$ cat config.mk
export PLATFORM = sky130hd
export DESIGN_NAME = pkmc_sdram_bank_sched_flat
export DESIGN_NICKNAME = d
export VERILOG_FILES = /design/src/rtl/pkmc_sdram_bank_sched_if.sv /design/src/rtl/pkmc_sdram_bank_sched.sv /design/src/flat_wrapper.sv
export SDC_FILE = /design/constraint.sdc
export NUM_CORES = 1
export LEC_CHECK = 0
export BUFFER_PORTS_ARGS = -buffer_cell sky130_fd_sc_hd__buf_2
export CORE_MARGIN = 5
export CORE_UTILIZATION = 30
export CTS_CLUSTER_DIAMETER = 150
export DETAILED_ROUTE_END_ITERATION = 8
export PLACE_DENSITY = 0.56
export SLEW_MARGIN = 10
export SYNTH_ARGS = -nofsm -noshare
export SYNTH_HDL_FRONTEND = slang
export SYNTH_SLANG_ARGS = --single-unit
$ cat constraint.sdc
create_clock -name clk_i -period 2.5 [get_ports clk_i]
set_input_delay 0.125 -clock clk_i [delete_from_list [all_inputs] [get_ports clk_i]]
set_output_delay 0.125 -clock clk_i [all_outputs]
set_load 0.05 [all_outputs]
$ cat src/rtl/pkmc_sdram_bank_sched_if.sv
// rtl/pkmc_sdram_bank_sched_if.sv - command/query bus between controller FSM and bank scheduler
interface pkmc_sdram_bank_sched_if #(
  parameter int BANK_W = 2,
  parameter int ROW_W  = 13
);
  logic              cmd_valid_i;
  logic [2:0]        cmd_i;
  logic [BANK_W-1:0] cmd_bank_i;
  logic [ROW_W-1:0]  cmd_row_i;
  logic [BANK_W-1:0] req_bank_i;
  logic [ROW_W-1:0]  req_row_i;
  logic              init_i;
  logic              irq_ack_i;
  logic              row_hit_o;
  logic              bank_open_o;
  logic              pch_ok_o;
  logic              act_ok_o;
  logic              all_one_o;
  logic              any_open_o;
  logic              ref_ok_o;
  logic              err_o;

  modport master (
    output cmd_valid_i, cmd_i, cmd_bank_i, cmd_row_i,
    output req_bank_i, req_row_i, init_i, irq_ack_i,
    input  row_hit_o, bank_open_o, pch_ok_o, act_ok_o,
    input  all_one_o, any_open_o, ref_ok_o, err_o
  );

  modport slave (
    input  cmd_valid_i, cmd_i, cmd_bank_i, cmd_row_i,
    input  req_bank_i, req_row_i, init_i, irq_ack_i,
    output row_hit_o, bank_open_o, pch_ok_o, act_ok_o,
    output all_one_o, any_open_o, ref_ok_o, err_o
  );
endinterface

$ cat src/rtl/pkmc_sdram_bank_sched.sv
// rtl/pkmc_sdram_bank_sched.sv - per-bank open/row/tRAS/tRP tracker and precharge-mode scheduler
module pkmc_sdram_bank_sched #(
  parameter int NUM_BANKS = 4,
  parameter int BANK_W    = 2,
  parameter int ROW_W     = 13,
  parameter int TRAS      = 5,
  parameter int TRP       = 2,
  parameter int CNT_W     = 4
) (
  input logic clk_i,
  input logic rst_i,
  pkmc_sdram_bank_sched_if.slave bus
);

  localparam logic [2:0] CMD_NOP     = 3'd0;
  localparam logic [2:0] CMD_ACT     = 3'd1;
  localparam logic [2:0] CMD_RD      = 3'd2;
  localparam logic [2:0] CMD_WR      = 3'd3;
  localparam logic [2:0] CMD_PCH_ONE = 3'd4;
  localparam logic [2:0] CMD_PCH_ALL = 3'd5;
  localparam logic [2:0] CMD_REF     = 3'd6;

  localparam logic [CNT_W-1:0] TRAS_LD = CNT_W'(TRAS - 1);
  localparam logic [CNT_W-1:0] TRP_LD  = CNT_W'(TRP - 1);

  logic             open_q [NUM_BANKS];
  logic [ROW_W-1:0] row_q  [NUM_BANKS];
  logic [CNT_W-1:0] tras_q [NUM_BANKS];
  logic [CNT_W-1:0] trp_q  [NUM_BANKS];
  logic             err_q;

  logic cmd_act, cmd_pch_one, cmd_pch_all, cmd_ref;
  logic any_open, multi_open, all_trp_idle, open_busy, ref_ok;
  logic act_err, pch_one_err, pch_all_err, ref_err;

  // RD, WR, NOP and the reserved code all leave bank state untouched.
  always_comb begin
    cmd_act     = 1'b0;
    cmd_pch_one = 1'b0;
    cmd_pch_all = 1'b0;
    cmd_ref     = 1'b0;
    if (bus.cmd_valid_i) begin
      case (bus.cmd_i)
        CMD_ACT:     cmd_act     = 1'b1;
        CMD_PCH_ONE: cmd_pch_one = 1'b1;
        CMD_PCH_ALL: cmd_pch_all = 1'b1;
        CMD_REF:     cmd_ref     = 1'b1;
        CMD_NOP, CMD_RD, CMD_WR: ;
        default: ;
      endcase
    end
  end

  always_comb begin
    any_open     = 1'b0;
    multi_open   = 1'b0;
    all_trp_idle = 1'b1;
    open_busy    = 1'b0;
    for (int i = 0; i < NUM_BANKS; i++) begin
      if (open_q[i]) begin
        if (any_open) multi_open = 1'b1;
        any_open = 1'b1;
        if (tras_q[i] != '0) open_busy = 1'b1;
      end
      if (trp_q[i] != '0) all_trp_idle = 1'b0;
    end
  end

  assign ref_ok = !any_open && all_trp_idle;

  assign act_err     = cmd_act && (open_q[bus.cmd_bank_i] || trp_q[bus.cmd_bank_i] != '0);
  assign pch_one_err = cmd_pch_one && open_q[bus.cmd_bank_i] && tras_q[bus.cmd_bank_i] != '0;
  assign pch_all_err = cmd_pch_all && open_busy;
  assign ref_err     = cmd_ref && !ref_ok;

  // Command loads override the per-cycle saturating decrement; violations still update state.
  always_ff @(posedge clk_i) begin
    if (rst_i) begin
      for (int i = 0; i < NUM_BANKS; i++) begin
        open_q[i] <= 1'b0;
        row_q[i]  <= '0;
        tras_q[i] <= '0;
        trp_q[i]  <= '0;
      end
      err_q <= 1'b0;
    end else begin
      for (int i = 0; i < NUM_BANKS; i++) begin
        if (tras_q[i] != '0) tras_q[i] <= tras_q[i] - 1'b1;
        if (trp_q[i] != '0) trp_q[i] <= trp_q[i] - 1'b1;
        if (cmd_act && bus.cmd_bank_i == BANK_W'(i)) begin
          open_q[i] <= 1'b1;
          row_q[i]  <= bus.cmd_row_i;
          tras_q[i] <= TRAS_LD;
        end
        if (cmd_pch_all || (cmd_pch_one && bus.cmd_bank_i == BANK_W'(i))) begin
          open_q[i] <= 1'b0;
          trp_q[i]  <= TRP_LD;
        end
      end
      if (act_err || pch_one_err || pch_all_err || ref_err) err_q <= 1'b1;
    end
  end

  assign bus.bank_open_o = open_q[bus.req_bank_i];
  assign bus.row_hit_o   = open_q[bus.req_bank_i] && row_q[bus.req_bank_i] == bus.req_row_i;
  assign bus.pch_ok_o    = open_q[bus.req_bank_i] && tras_q[bus.req_bank_i] == '0;
  assign bus.act_ok_o    = !open_q[bus.req_bank_i] && trp_q[bus.req_bank_i] == '0;
  assign bus.any_open_o  = any_open;
  assign bus.ref_ok_o    = ref_ok;
  assign bus.err_o       = err_q;
  // Initialisation and refresh always close everything; otherwise PCH_ALL only pays off with 2+ open.
  assign bus.all_one_o   = bus.init_i || bus.irq_ack_i || (any_open && multi_open);

endmodule
$ cat src/flat_wrapper.sv
// flat-port wrapper written by rule: the top's interface ports become plain ports
module pkmc_sdram_bank_sched_flat 
#(
  parameter int NUM_BANKS = 4,
  parameter int BANK_W    = 2,
  parameter int ROW_W     = 13,
  parameter int TRAS      = 5,
  parameter int TRP       = 2,
  parameter int CNT_W     = 4
)
  (clk_i, rst_i, bus_cmd_valid_i, bus_cmd_i, bus_cmd_bank_i, bus_cmd_row_i, bus_req_bank_i, bus_req_row_i, bus_init_i, bus_irq_ack_i, bus_row_hit_o, bus_bank_open_o, bus_pch_ok_o, bus_act_ok_o, bus_all_one_o, bus_any_open_o, bus_ref_ok_o, bus_err_o);
  pkmc_sdram_bank_sched_if #(.BANK_W(BANK_W), .ROW_W(ROW_W)) bus_i ();
  input logic clk_i;
  input logic rst_i;
  input wire logic [$bits(bus_i.cmd_valid_i)-1:0] bus_cmd_valid_i;
  input wire logic [$bits(bus_i.cmd_i)-1:0] bus_cmd_i;
  input wire logic [$bits(bus_i.cmd_bank_i)-1:0] bus_cmd_bank_i;
  input wire logic [$bits(bus_i.cmd_row_i)-1:0] bus_cmd_row_i;
  input wire logic [$bits(bus_i.req_bank_i)-1:0] bus_req_bank_i;
  input wire logic [$bits(bus_i.req_row_i)-1:0] bus_req_row_i;
  input wire logic [$bits(bus_i.init_i)-1:0] bus_init_i;
  input wire logic [$bits(bus_i.irq_ack_i)-1:0] bus_irq_ack_i;
  output wire logic [$bits(bus_i.row_hit_o)-1:0] bus_row_hit_o;
  output wire logic [$bits(bus_i.bank_open_o)-1:0] bus_bank_open_o;
  output wire logic [$bits(bus_i.pch_ok_o)-1:0] bus_pch_ok_o;
  output wire logic [$bits(bus_i.act_ok_o)-1:0] bus_act_ok_o;
  output wire logic [$bits(bus_i.all_one_o)-1:0] bus_all_one_o;
  output wire logic [$bits(bus_i.any_open_o)-1:0] bus_any_open_o;
  output wire logic [$bits(bus_i.ref_ok_o)-1:0] bus_ref_ok_o;
  output wire logic [$bits(bus_i.err_o)-1:0] bus_err_o;
  assign bus_i.cmd_valid_i = bus_cmd_valid_i;
  assign bus_i.cmd_i = bus_cmd_i;
  assign bus_i.cmd_bank_i = bus_cmd_bank_i;
  assign bus_i.cmd_row_i = bus_cmd_row_i;
  assign bus_i.req_bank_i = bus_req_bank_i;
  assign bus_i.req_row_i = bus_req_row_i;
  assign bus_i.init_i = bus_init_i;
  assign bus_i.irq_ack_i = bus_irq_ack_i;
  assign bus_row_hit_o = bus_i.row_hit_o;
  assign bus_bank_open_o = bus_i.bank_open_o;
  assign bus_pch_ok_o = bus_i.pch_ok_o;
  assign bus_act_ok_o = bus_i.act_ok_o;
  assign bus_all_one_o = bus_i.all_one_o;
  assign bus_any_open_o = bus_i.any_open_o;
  assign bus_ref_ok_o = bus_i.ref_ok_o;
  assign bus_err_o = bus_i.err_o;
  pkmc_sdram_bank_sched #(.NUM_BANKS(NUM_BANKS), .BANK_W(BANK_W), .ROW_W(ROW_W), .TRAS(TRAS), .TRP(TRP), .CNT_W(CNT_W)) u_core (.clk_i(clk_i), .rst_i(rst_i), .bus(bus_i));
endmodule
# Word level (Yosys, flattened, before mapping)
# Memories as Yosys holds them, arrays and structs flattened.
# Cells that the tools add are included.
[word_totals]
wordCells = 200
input_bits = 38
output_inout_bits = 8
ram_bits = 88
ff_bits = 1
mem_count = 4
[memory_table]
columns = ["name", "depth", "width", "read_ports", "rd_ports_with_merged_regs", "write_ports", "line_no", "rtl"]
rows = [
  ["u_core.row_q", 4, 13, 1, 0, 4, "pkmc_sdram_bank_sched.sv:27", "logic [ROW_W-1:0] row_q [NUM_BANKS];"],
  ["u_core.tras_q", 4, 4, 6, 0, 4, "pkmc_sdram_bank_sched.sv:28", "logic [CNT_W-1:0] tras_q [NUM_BANKS];"],
  ["u_core.trp_q", 4, 4, 6, 0, 4, "pkmc_sdram_bank_sched.sv:29", "logic [CNT_W-1:0] trp_q [NUM_BANKS];"],
  ["u_core.open_q", 4, 1, 6, 0, 4, "pkmc_sdram_bank_sched.sv:26", "logic open_q [NUM_BANKS];"],
]
[op_classes]
n_mux = 107
eq_ne = 8
n_reduce_logical = 44
bitwise_logic = 28
add_sub_neg = 8
[ops]
columns = ["cell", "n"]
rows = [
  ["2-to-1 mux 1 bit", 87],
  ["2-to-1 mux 4 bit", 16],
  ["2-to-1 mux 13 bit", 4],
  ["nonzero test 4 bit", 10],
  ["subtractor 4 x 1 -> 4 bit, second input constant", 8],
  ["OR 1 bit", 28],
  ["logical AND 1 bit", 18],
  ["equality test 13 bit", 1],
  ["logical OR 1 bit", 10],
  ["equality test 3 bit, second input constant", 3],
  ["logical NOT 4 bit", 2],
  ["equality test 2 bit, second input constant", 2],
  ["equality test 3 x 1 -> 1 bit, second input constant", 1],
  ["logical NOT 1 bit", 3],
  ["equality test 2 x 1 -> 1 bit, second input constant", 1],
  ["logical NOT 2 bit", 1],
]

# Logic depth before layout (Yosys ltp)
[logic_depth]
depth_word = 12
mapped_depth = 7
mapped_depth_nobuf = 7

# Worst setup path before layout
# No wires, ideal clock.
[synth_path]
path_kind = "register to register"
start = "memory u_core.open_q[1]"
end = "register u_core.err_q (netlist: u_core.bus.err_o)"
t_arrival_ns = 2.984
period_less_slack_ns = 3.111
stages_incl_launch_ff = 6
required_time_ns = 2.373
path_buffers = 0
setup_ns = 0.127
slack_ns = -0.611
path_cell_list = "edfxtp_1 > nor3_1 > nand2b_1 > nor4_1 > o22a_1 > o21ai_1"
[synth_rtl]
columns = ["item", "line_no", "rtl"]
rows = [
  ["from (decl)", "pkmc_sdram_bank_sched.sv:26", ""],
  ["to (signal assigned)", "pkmc_sdram_bank_sched.sv:85", "err_q <= 1'b0;"],
  ["to (signal assigned)", "pkmc_sdram_bank_sched.sv:100", "if (act_err || pch_one_err || pch_all_err || ref_err) err_q <= 1'b1;"],
  ["to (decl)", "pkmc_sdram_bank_sched.sv:30", "logic err_q;"],
]

# Final worst setup path
[layout_path]
start = "memory u_core.row_q[2][4]"
end = "output bus_row_hit_o"
[layout_via]
elab_chain_cells = 3
[layout_lines]
columns = ["item", "line_no", "rtl"]
rows = [
  ["from (decl)", "pkmc_sdram_bank_sched.sv:27", ""],
  ["memory read (4 x 13 bit)", "-", ""],
  ["equality test 13 bit", "pkmc_sdram_bank_sched.sv:105", "assign bus.row_hit_o = open_q[bus.req_bank_i] && row_q[bus.req_bank_i] == bus.req_row_i;"],
  ["logical AND 1 bit", "pkmc_sdram_bank_sched.sv:105", ""],
  ["to (decl)", "flat_wrapper.sv:23", "output wire logic [$bits(bus_i.row_hit_o)-1:0] bus_row_hit_o;"],
]
# No other way between the ends.

==> results_dict.tcl <==
set metrics [dict create \
    period_minus_slack_ps 2300 \
    numClockSinks 89 \
    wirelength_um 10700 \
    slowest_stage "mux4_1" \
    start_util_pct 30.3 \
    seq_power_share_pct 46.1 \
    crit_family "multiplexers" \
    r2r_start "u_core.tras_q[2][0]" \
    die_w_um 136 \
    worst_pin_slew_ps 600 \
    finalNonFillerCells 666 \
    firstDrtPassIters 4 \
    clock_skew_ps 2.79 \
    ys_seq_area_share_pct 55.9 \
    worstHoldStart "bus_cmd_row_i[6]" \
    clk_latency_ps 340 \
    die_area_um2 18500 \
    ios 46 \
    path_class "flop to output port" \
    required_ps 2380 \
    path_max_fanout 1 \
    coreArea_um2 15700 \
    hpwl_um 7700 \
    drt-initial-drc-count 216 \
    antenna_found_initial 0 \
    grt_overflow 0 \
    drc 0 \
    p_int_mw 3.30 \
    cts_buffers 9 \
    avgSynthCellArea_um2 12.1 \
    tritoncts "yes" \
    htreeDepth 3 \
    synth_area_um2 4770 \
    combPwrFrac_pct 28.9 \
    rows 46 \
    clkSlewWorstSetupHoldPaths_ps 60 \
    hold_depth 2 \
    io_buffers 45 \
    post_cts_buffers 0 \
    syn-num-nets 440 \
    maxCapViolations 0 \
    fmax_mhz 436 \
    clock_power_share_pct 24.9 \
    drv_slew 0 \
    hold_end "u_core.row_q[0][6]" \
    area_growth_pct 16.1 \
    hold_buffers 0 \
    reg2reg_depth 7 \
    hold_viol_final 0 \
    yosys_warnings 0 \
    fin_crit_sh_pct 91.8 \
    place_congestion 0.778 \
    vias 3175 \
    timing.reg2reg.setup_slack_ps 430 \
    post-place-ws_ps 364 \
    max_slew_margin_pct 59.7 \
    synthCells 393 \
    tns_ps 0 \
    synth_cell_types 47 \
    via_per_inst 4.77 \
    post-place-cells 650 \
    cts_buffer_depth 2 \
    p_leak_nw 2.08 \
    cts-root-buf "clkbuf_16" \
    p_sw_share_pct 32.5 \
    drive_gt1_share_pct 19.2 \
    post-route-util_pct 35.2 \
    wl_per_cell_um 16.0 \
    die_h_um 136 \
    status "complete, no violations" \
    rsz0062_at_grt "no" \
    cp-startpoint "u_core.row_q[2][4]" \
    power.switching_mw 1.59 \
    nNetsFinal 492 \
    reg2reg_to "u_core.bus.err_o" \
    crit_chain "mux4_1 -> xnor2_1 -> nand4_1 -> nor4_2 -> buf_2" \
    ant_nets 0 \
    finalSetupViolCount 0 \
    end_kind "output port" \
    cellPowerDensity_nw_per_um2 885 \
    crit_path_start_kind "flop" \
    grt_pass1_vias 3263 \
    ys_seq_elements 89 \
    grt_max_degree 26 \
    timing.final.ws_setup_ps 205 \
    ir_drop_uv 366 \
    p_total_mw 4.90 \
    worst-path-buf-inv 1 \
    hold_path_class "input port to flop" \
    critPathMaxStageDelay_ps 510 \
    grt_pass1_wl_um 16900 \
    grt_use_total_pct 12.0 \
    cp.arrival_ps 2170 \
    cts_resized 0 \
]
[routing by layer]
layer	global-route usage, %	wire length (um)	part of all wire (%)	vias to the layer above
met3	2.81	398	3.7	15
met1	13.7	4520	42	1560
met5	0	0	0	-
met2	21.4	5530	52	55
li1	-	-	-	1545
met4	4.76	225	2.1	0
[flip-flops by register name, summed over array words and instances (netlist names)]
name	count
u_core.row_q	52
u_core.tras_q	16
u_core.trp_q	16
u_core.open_q	4
u_core.bus.err_o	1
[layout by cell type (no fill, tap or decap), drive strengths merged, types with 3 or more instances in the layout]
cell type,n
a31oi,5
nand2b,16
nand3b,3
ha,9
inv,17
buf,55
clkinv,4
mux2i,6
edfxtp,88
a21o,4
nand4,5
mux4,14
nor3,13
a21oi,12
and2,52
nor4,8
clkbuf,10
or3,3
nor3b,4
nand3,5
nor2b,5
o21ai,6
xnor2,16
nor2,33
nand2,26
or2,6
[final cells by class]
type | instances | area [um^2]
Antenna cell | 1 | 2.50
Clock buffer | 10 | 229
Inverter | 17 | 63.8
Timing Repair Buffer | 55 | 300
Sequential cell | 89 | 2660
Tap cell | 216 | 270
Multi-Input combinational cell | 273 | 1970
Clock inverter | 5 | 33.8
Fill cell | 1547 | 10200
[Yosys cell counts, drive strengths merged]
cell      n  area, um^2
nand4bb   1        11.3
nand2    26        97.6
a22oi     2        15.0
edfxtp   88        2640
a21oi    12        60.1
mux2i     6        60.1
o21ai     6        30.0
a2111oi   1        8.76
or3       3        18.8
nor3b     4        30.0
and4bb    1        12.5
xor2      2        17.5
inv      17        63.8
ha        9         113
or3b      2        17.5
nand3b    3        22.5
mux2      1        11.3
clkbuf    8        30.0
o31a      2        17.5
and2     52         325
xnor2    16         140
and3b     1        8.76
or2       6        37.5
o211ai    1        7.51
o221ai    1        8.76
o31ai     2        15.0
nor3     13        65.1
buf       6        42.5
mux4     14         338
nor2b     5        31.3
maj3      1        10.0
nor4      8        62.6
o22a      1        8.76
dfxtp     1        20.0
nand4     5        31.3
nor2     33         124
o211a     1        10.0
a21o      4        30.0
nand3     5        25.0
a211oi    2        15.0
a31oi     5        31.3
nand2b   16         100
[cells by family after synthesis]
family | synth area share [%]
AOI/OAI and AO/OA | 5.41
xor gates and xnor gates | 3.31
adders and majority gates | 2.57
buffers and inverters | 2.86
DFF | 55.9
muxes | 8.58
and+or+nand+nor | 21.4
[power groups by stage]
stage               clock network [mW]  logic [mW]  registers [mW]
CTS                               1.25        1.43            2.26
floorplan                            0        1.07            2.23
finish                            1.22        1.42            2.26
global placement                     0        1.37            2.27
detailed placement                   0        1.42            2.29
global route                      1.32        1.60            2.30
[worst max path at each step]
stage,to,cells after the start,slack [ps]
floorplan,u_core.bus.err_o,5,10
global placement,bus_row_hit_o,6,370
detailed placement,bus_row_hit_o,6,360
CTS,bus_row_hit_o,5,160
global route,bus_row_hit_o,5,70
finish,bus_row_hit_o,5,200
[metrics by stage]
stage | hold slack (ps) | cell area (um^2)
after floorplan | 323 | 4770
after global routing | 87.9 | 5530
after CTS | 76.3 | 5530
after global placement | 435 | 5270
final | 87.0 | 5540
after detailed placement | 441 | 5270
Note: power is estimated with default switching activity, not from simulation.
